### src/rtl/block_ack_tx_pkg.sv
// Shared types for the bootloader acknowledgement transmitter: frame codes,
// serializer state encoding and the layout of a queued frame.
package ack_pkg;

    localparam logic [7:0] ACK_CODE = 8'h06;
    localparam logic [7:0] EOT_CODE = 8'h04;

    typedef enum logic [1:0] {
        TX_IDLE,
        TX_START,
        TX_DATA,
        TX_STOP
    } tx_state_t;

    typedef struct packed {
        logic [7:0] code;
        logic [7:0] arg;
        logic [7:0] sum;
    } ack_frame_t;

endpackage

### src/rtl/block_ack_tx_if.sv
// Signal bundle between the loader core (master) and the acknowledgement
// transmitter (slave): received-byte tap, SPI completion pulses and line status.
interface block_ack_tx_if;

    logic       data_en;
    logic [7:0] data;
    logic       ack_req;
    logic       end_req;
    logic       tx;
    logic       busy;
    logic       overflow;

    modport master (
        output data_en, data, ack_req, end_req,
        input  tx, busy, overflow
    );

    modport slave (
        input  data_en, data, ack_req, end_req,
        output tx, busy, overflow
    );

endinterface

### src/rtl/uart_tx_byte.sv
// One-byte UART 8N1 serializer (START/DATA/STOP) with a load/ready handshake;
// a byte offered during the last STOP cycle follows with no idle gap.
module uart_tx_byte
    import ack_pkg::*;
#(
    parameter int CLKS_PER_BIT = 104
) (
    input  logic       clk,
    input  logic       n_rst,
    input  logic       load,
    input  logic [7:0] load_data,
    output logic       ready,
    output logic       tx,
    output tx_state_t  state
);

    localparam int CW = (CLKS_PER_BIT > 1) ? $clog2(CLKS_PER_BIT) : 1;
    localparam logic [CW-1:0] CNT_LAST = CW'(CLKS_PER_BIT - 1);

    logic [CW-1:0] cnt;
    logic [2:0]    bit_idx;
    logic [7:0]    shreg;
    logic          bit_last;

    assign bit_last = (cnt == CNT_LAST);

    // Handshake: a byte transfers on any rising edge where load && ready.
    // ready depends only on internal state, never on load.
    assign ready = (state == TX_IDLE) || ((state == TX_STOP) && bit_last);

    always_ff @(posedge clk or negedge n_rst) begin
        if (!n_rst) begin
            state   <= TX_IDLE;
            tx      <= 1'b1;
            cnt     <= '0;
            bit_idx <= '0;
            shreg   <= '0;
        end else begin
            case (state)
                TX_IDLE: begin
                    if (load) begin
                        state <= TX_START;
                        tx    <= 1'b0;
                        cnt   <= '0;
                        shreg <= load_data;
                    end
                end
                TX_START: begin
                    if (bit_last) begin
                        state   <= TX_DATA;
                        tx      <= shreg[0];
                        cnt     <= '0;
                        bit_idx <= '0;
                    end else begin
                        cnt <= cnt + CW'(1);
                    end
                end
                TX_DATA: begin
                    if (bit_last) begin
                        cnt   <= '0;
                        shreg <= {1'b0, shreg[7:1]};
                        if (bit_idx == 3'd7) begin
                            state <= TX_STOP;
                            tx    <= 1'b1;
                        end else begin
                            bit_idx <= bit_idx + 3'd1;
                            tx      <= shreg[1];
                        end
                    end else begin
                        cnt <= cnt + CW'(1);
                    end
                end
                TX_STOP: begin
                    if (bit_last) begin
                        cnt <= '0;
                        if (load) begin
                            state <= TX_START;
                            tx    <= 1'b0;
                            shreg <= load_data;
                        end else begin
                            state <= TX_IDLE;
                        end
                    end else begin
                        cnt <= cnt + CW'(1);
                    end
                end
                default: begin
                    state <= TX_IDLE;
                    tx    <= 1'b1;
                end
            endcase
        end
    end

endmodule

### src/rtl/block_ack_tx.sv
// Block acknowledgement transmitter: queues ACK/EOT frames and sends them as
// 3-byte UART frames. BLOCK_ACK_CHECKSUM_EN compiles in the per-block checksum.
module block_ack_tx
    import ack_pkg::*;
#(
    parameter int CLKS_PER_BIT = 104,
    parameter int QUEUE_DEPTH  = 4
) (
    input  logic           clk,
    input  logic           n_rst,
    block_ack_tx_if.slave  bus
);

    localparam int PW   = (QUEUE_DEPTH > 1) ? $clog2(QUEUE_DEPTH) : 1;
    localparam int CNTW = PW + 1;
    localparam logic [CNTW-1:0] DEPTH_C = CNTW'(QUEUE_DEPTH);

    ack_frame_t      queue_mem [QUEUE_DEPTH];
    logic [PW-1:0]   wr_ptr;
    logic [PW-1:0]   rd_ptr;
    logic [CNTW-1:0] count;
    logic [7:0]      blk_idx;
    logic [7:0]      blk_sum;
    logic            overflow_q;
    logic            push_ack;
    logic            push_eot;
    logic            pop;
    ack_frame_t      ack_frame;
    ack_frame_t      eot_frame;

    ack_frame_t      cur_frame;
    logic            active;
    logic [1:0]      byte_idx;
    logic [7:0]      ser_byte;
    logic            ser_ready;
    logic            ser_tx;
    tx_state_t       ser_state;

`ifdef BLOCK_ACK_CHECKSUM_EN
    logic [7:0] acc;

    // A byte strobed together with ack_req belongs to the block being acked.
    assign blk_sum = acc + (bus.data_en ? bus.data : 8'h00);

    always_ff @(posedge clk or negedge n_rst) begin
        if (!n_rst) begin
            acc <= 8'h00;
        end else if (bus.ack_req) begin
            acc <= 8'h00;
        end else if (bus.data_en) begin
            acc <= blk_sum;
        end
    end
`else
    logic unused_data;

    assign unused_data = ^{bus.data_en, bus.data};
    assign blk_sum     = 8'h00;
`endif

    // ACK takes the first free slot; EOT only fits if a second one remains.
    assign push_ack  = bus.ack_req && (count < DEPTH_C);
    assign push_eot  = bus.end_req && ((count + CNTW'(push_ack)) < DEPTH_C);
    assign pop       = !active && (count != '0) && ser_ready;
    assign ack_frame = '{code: ACK_CODE, arg: blk_idx, sum: blk_sum};
    assign eot_frame = '{code: EOT_CODE, arg: blk_idx + 8'(bus.ack_req), sum: 8'h00};

    always_ff @(posedge clk) begin
        if (push_ack) begin
            queue_mem[wr_ptr] <= ack_frame;
        end
        if (push_eot) begin
            queue_mem[wr_ptr + PW'(push_ack)] <= eot_frame;
        end
    end

    // Index advances on every ack_req, even when its frame is dropped.
    always_ff @(posedge clk or negedge n_rst) begin
        if (!n_rst) begin
            wr_ptr     <= '0;
            rd_ptr     <= '0;
            count      <= '0;
            blk_idx    <= 8'h00;
            overflow_q <= 1'b0;
        end else begin
            wr_ptr <= wr_ptr + PW'(push_ack) + PW'(push_eot);
            if (pop) begin
                rd_ptr <= rd_ptr + PW'(1);
            end
            count <= count + CNTW'(push_ack) + CNTW'(push_eot) - CNTW'(pop);
            if (bus.ack_req) begin
                blk_idx <= blk_idx + 8'd1;
            end
            if ((bus.ack_req && !push_ack) || (bus.end_req && !push_eot)) begin
                overflow_q <= 1'b1;
            end
        end
    end

    // Frame sequencer: pops while the serializer is idle or in its final STOP
    // cycle, which leaves exactly one idle-high cycle between frames.
    always_ff @(posedge clk or negedge n_rst) begin
        if (!n_rst) begin
            cur_frame <= '0;
            active    <= 1'b0;
            byte_idx  <= 2'd0;
        end else if (pop) begin
            cur_frame <= queue_mem[rd_ptr];
            active    <= 1'b1;
            byte_idx  <= 2'd0;
        end else if (active && ser_ready) begin
            if (byte_idx == 2'd2) begin
                active <= 1'b0;
            end else begin
                byte_idx <= byte_idx + 2'd1;
            end
        end
    end

    always_comb begin
        ser_byte = cur_frame.sum;
        case (byte_idx)
            2'd0:    ser_byte = cur_frame.code;
            2'd1:    ser_byte = cur_frame.arg;
            default: ser_byte = cur_frame.sum;
        endcase
    end

    uart_tx_byte #(
        .CLKS_PER_BIT (CLKS_PER_BIT)
    ) u_uart_tx_byte (
        .clk       (clk),
        .n_rst     (n_rst),
        .load      (active),
        .load_data (ser_byte),
        .ready     (ser_ready),
        .tx        (ser_tx),
        .state     (ser_state)
    );

    assign bus.tx       = ser_tx;
    assign bus.busy     = (count != '0) || active || (ser_state != TX_IDLE);
    assign bus.overflow = overflow_q;

endmodule

### src/flat_wrapper.sv
// flat-port wrapper written by rule: the top's interface ports become plain ports
module block_ack_tx_flat import ack_pkg::*;
#(
    parameter int CLKS_PER_BIT = 104,
    parameter int QUEUE_DEPTH  = 4
)
  (clk, n_rst, bus_data_en, bus_data, bus_ack_req, bus_end_req, bus_tx, bus_busy, bus_overflow);
  block_ack_tx_if bus_i ();
  input  logic clk;
  input  logic n_rst;
  input wire logic [$bits(bus_i.data_en)-1:0] bus_data_en;
  input wire logic [$bits(bus_i.data)-1:0] bus_data;
  input wire logic [$bits(bus_i.ack_req)-1:0] bus_ack_req;
  input wire logic [$bits(bus_i.end_req)-1:0] bus_end_req;
  output wire logic [$bits(bus_i.tx)-1:0] bus_tx;
  output wire logic [$bits(bus_i.busy)-1:0] bus_busy;
  output wire logic [$bits(bus_i.overflow)-1:0] bus_overflow;
  assign bus_i.data_en = bus_data_en;
  assign bus_i.data = bus_data;
  assign bus_i.ack_req = bus_ack_req;
  assign bus_i.end_req = bus_end_req;
  assign bus_tx = bus_i.tx;
  assign bus_busy = bus_i.busy;
  assign bus_overflow = bus_i.overflow;
  block_ack_tx #(.CLKS_PER_BIT(CLKS_PER_BIT), .QUEUE_DEPTH(QUEUE_DEPTH)) u_core (.clk(clk), .n_rst(n_rst), .bus(bus_i));
endmodule
### config.mk
export PLATFORM = sky130hd
export DESIGN_NAME = block_ack_tx_flat
export DESIGN_NICKNAME = d
export VERILOG_FILES = /design/src/rtl/block_ack_tx_pkg.sv /design/src/rtl/block_ack_tx_if.sv /design/src/rtl/uart_tx_byte.sv /design/src/rtl/block_ack_tx.sv /design/src/flat_wrapper.sv
export SDC_FILE = /design/constraint.sdc
export NUM_CORES = 1
export LEC_CHECK = 0
export CORE_UTILIZATION = 40
export CTS_BUF_LIST = sky130_fd_sc_hd__clkbuf_16
export CTS_CLUSTER_SIZE = 30
export DETAILED_ROUTE_END_ITERATION = 8
export PLACE_DENSITY = 0.66
export SLEW_MARGIN = 20
export SYNTH_ARGS = -nofsm -noshare
export SYNTH_HDL_FRONTEND = slang
export SYNTH_SLANG_ARGS = --single-unit
export TNS_END_PERCENT = 1
### constraint.sdc
create_clock -name clk -period 4.3 [get_ports clk]
set_clock_uncertainty 0.2 [all_clocks]
set_input_delay 0.86 -clock clk [delete_from_list [all_inputs] [get_ports clk]]
set_output_delay 0.86 -clock clk [all_outputs]
set_load 0.01 [all_outputs]
==> impl_metrics.env <==
export IMPL_routed_wl_met2_mm=4.35
export IMPL_grt_pass1_wl_mm=15.0
export IMPL_multi_input_area_um2=2130
export IMPL_htreeDepth=3
export IMPL_diodes=0
export IMPL_critPathCaptureType="flip-flop"
export IMPL_antenna_left=0
export IMPL_worstHoldStart="u_core.cur_frame[18]"
export IMPL_die_area_um2=11900
export IMPL_p_leak_nw=2.11
export IMPL_synthDominantCellAreaShare=0.268
export IMPL_worst_r2r_cell_count=9
export IMPL_hold_buffers=0
export IMPL_placementRows=38
export IMPL_dp_hpwl_mm=6.35
export IMPL_vias=3023
export IMPL_synth_avg_cell_area_um2=11.5
export IMPL_clk_path_buf_depth=2
export IMPL_syn_nets=433
export IMPL_seqCellArea_um2=2290
export IMPL_path_max_fanout=8
export IMPL_wirelength_met1_mm=3.91
export IMPL_io_pins=16
export IMPL_tightest_slew_ns=0.731
export IMPL_ir_drop_uv=364
export IMPL_synth_cells=399
export IMPL_final_nets=437
export IMPL_synth_most_common_cell="dfrtp_1"
export IMPL_cts_tree="yes"
export IMPL_hold_depth=1
export IMPL_wire_per_inst_um=15.9
export IMPL_drive_above_1_share=0.130
export IMPL_power_density_nw_per_um2=736
export IMPL_area_growth_pct=12.1
export IMPL_synthFlopType="dfrtp_1"
export IMPL_numCtsBuffers=9
export IMPL_die_width_um=109
export IMPL_first_pass_iters=4
export IMPL_ys_seq_area_frac=0.501
export IMPL_async_reset_ff_frac=0.581
export IMPL_grt_pass1_vias=3096
export IMPL_synth_warnings=0
export IMPL_min_period_ns=3.51
export IMPL_yosys_area_top_type="dfrtp_1"
export IMPL_synth_cell_types=53
export IMPL_setup_violations=0
export IMPL_setup_slack_ns=0.791
export IMPL_post_cts_setup_buffer_count=0
export IMPL_drt_iter0_drc=122
export IMPL_required_ns=4.12
export IMPL_die_y_um=109
export IMPL_crit_type="in -> reg"
export IMPL_drc_errors=0
export IMPL_fin_crit_sh=0.816
export IMPL_startpoint_type="input pin"
export IMPL_rsz0062_at_grt="no"
export IMPL_synth_seq_cells=86
export IMPL_path_clk_slew_ns=0.06
export IMPL_highest_layer="met4"
export IMPL_clk_latency_ns=0.34
export IMPL_synth_area_um2=4580
export IMPL_grt_max_degree=51
export IMPL_holdWs_ns=0.272
export IMPL_outcome="finished, final reports clean"
export IMPL_hold_viol_final=0
export IMPL_grt_util_all_layers=0.166
export IMPL_fmax_ghz=0.285
export IMPL_synth_area_top_cells="dfrtp_1 27%, edfxtp_1 21%, ha_1 5.5%"
export IMPL_route_met3_wl_um=371
export IMPL_gp_congestion=0.825
export IMPL_rrSetupSlack_ns=1.15
export IMPL_io_buffers=6
export IMPL_n_fill_cell=996
export IMPL_dp_slack_ns=0.471
export IMPL_core_area_um2=11000
export IMPL_hold_class="reg -> reg"
export IMPL_grt_overflow=0
export IMPL_start_util=0.417
export IMPL_min_to="u_core.cur_frame[18]"
export IMPL_cts_sinks=86
export IMPL_arrival_ns=3.33
export IMPL_synth_edff_count=32
export IMPL_relSlewSlack=0.512
export IMPL_antenna_found_initial=0
export IMPL_max_cap_violations=0
export IMPL_rr_endpoint="u_core.count[2]"
export IMPL_drv_slew=0
export IMPL_wirelength_mm=8.73
export IMPL_synth_common_cells="49 x dfrtp_1, 32 x edfxtp_1, 28 x o21ai_0, 27 x nand3_1, 22 x nand2_1"
export IMPL_ctsResizeCount=0
export IMPL_via_per_inst=5.52
export IMPL_fin_tns_setup_ns=0
export IMPL_cts_root_buffer="clkbuf_16"
export IMPL_r2r_start="u_core.u_uart_tx_byte.cnt[0]"
-- power breakdown --
group / internal [mW] / leakage [nW] / switching, mW
Combinational: 0.672 / 0.991 / 0.707
Clock: 0.571 / 0.168 / 0.320
Sequential: 1.20 / 0.955 / 0.311
Total: 2.44 / 2.11 / 1.34
-- area by class of cell --
cell class,count,area share
multi-input cells,274,0.415
clock inverters,7,0.0234
repair buffers,16,0.0253
clock buffers,9,0.0438
well taps,140,0.0341
inverters,16,0.0117
flip-flops and latches,86,0.447
-- sequential cells by signal, indices dropped and copies added (netlist names) --
name and flops:
u_core.active 1, u_core.blk_idx 8, u_core.bus.overflow 1, u_core.byte_idx 2, u_core.count 3, u_core.cur_frame 10, u_core.queue_mem 36, u_core.rd_ptr 2
u_core.u_uart_tx_byte.bit_idx 3, u_core.u_uart_tx_byte.cnt 7, u_core.u_uart_tx_byte.shreg 8, u_core.u_uart_tx_byte.state 2, u_core.u_uart_tx_byte.tx 1, u_core.wr_ptr 2
-- placed cells by master (no fill, tap or decap), drive strengths merged, types with 2 or more instances in the layout --
cell type / instances
a221oi: 2
a22o: 5
nand4b: 2
dfrtp: 49
buf: 11
mux2: 19
nor4b: 3
nand3: 27
nor2: 18
clkinv: 2
and3: 5
nor2b: 6
clkdlybuf4s50: 5
a21o: 7
nor3b: 4
and2: 7
clkbuf: 9
o21ai: 29
or3: 2
nand4: 8
inv: 18
nand2: 22
xor2: 10
xnor2: 13
nor3: 10
mux4: 9
ha: 20
o2bb2ai: 2
a221o: 8
dfxtp: 4
or2: 6
edfxtp: 32
nor4: 2
bufinv: 3
nand2b: 4
a22oi: 4
a21oi: 7
o31ai: 2
-- metrics by stage --
step,power [mW],cell area (um2),util,cells
floorplan,2.56,4580,-,399
global placement,2.85,4790,0.436,532
detailed placement,2.91,4790,0.436,532
CTS,3.81,5140,0.468,548
global route,4.05,5140,0.468,548
finish,3.78,5140,0.468,548
-- critical path, stage by stage --
cell and delay, ns:
clkdlybuf4s50_1 0.43, nand2b_1 0.16, inv_1 0.11, ha_1 0.21
ha_1 0.25, xnor2_1 0.17, and2_1 0.26, nor3b_1 0.54
or2_2 0.34
-- how the worst max path moves through the flow --
stage	startpoint	to	slack (ns)	depth (start not counted)
2_1_floorplan	bus_ack_req	u_core.count[2]	0.63	14
3_5_place_dp	bus_ack_req	u_core.queue_mem[0][0]	0.47	9
5_1_grt	bus_ack_req	u_core.queue_mem[0][4]	0.49	9
4_1_cts	bus_ack_req	u_core.queue_mem[0][1]	0.81	9
6_report	bus_ack_req	u_core.queue_mem[0][3]	0.79	9
3_3_place_gp	bus_ack_req	u_core.queue_mem[0][0]	0.55	9
-- logic make-up after synthesis --
kind of cell / after synthesis / share of synthesized area
and+or+nand+nor: 127 / 0.147
DFF: 86 / 0.501
AOI/OAI and AO/OA: 74 / 0.119
buffers and inverters: 39 / 0.0339
muxes: 29 / 0.0972
xor gates and xnor gates: 23 / 0.0440
adders and majority gates: 21 / 0.0590
-- metal layers --
metal | vias up | global-route usage
met5 | - | 0
met4 | 0 | 0.0637
met3 | 11 | 0.0389
met2 | 77 | 0.283
met1 | 1450 | 0.204
li1 | 1485 | -
No activity file was read; power rests on OpenSTA's default activity.
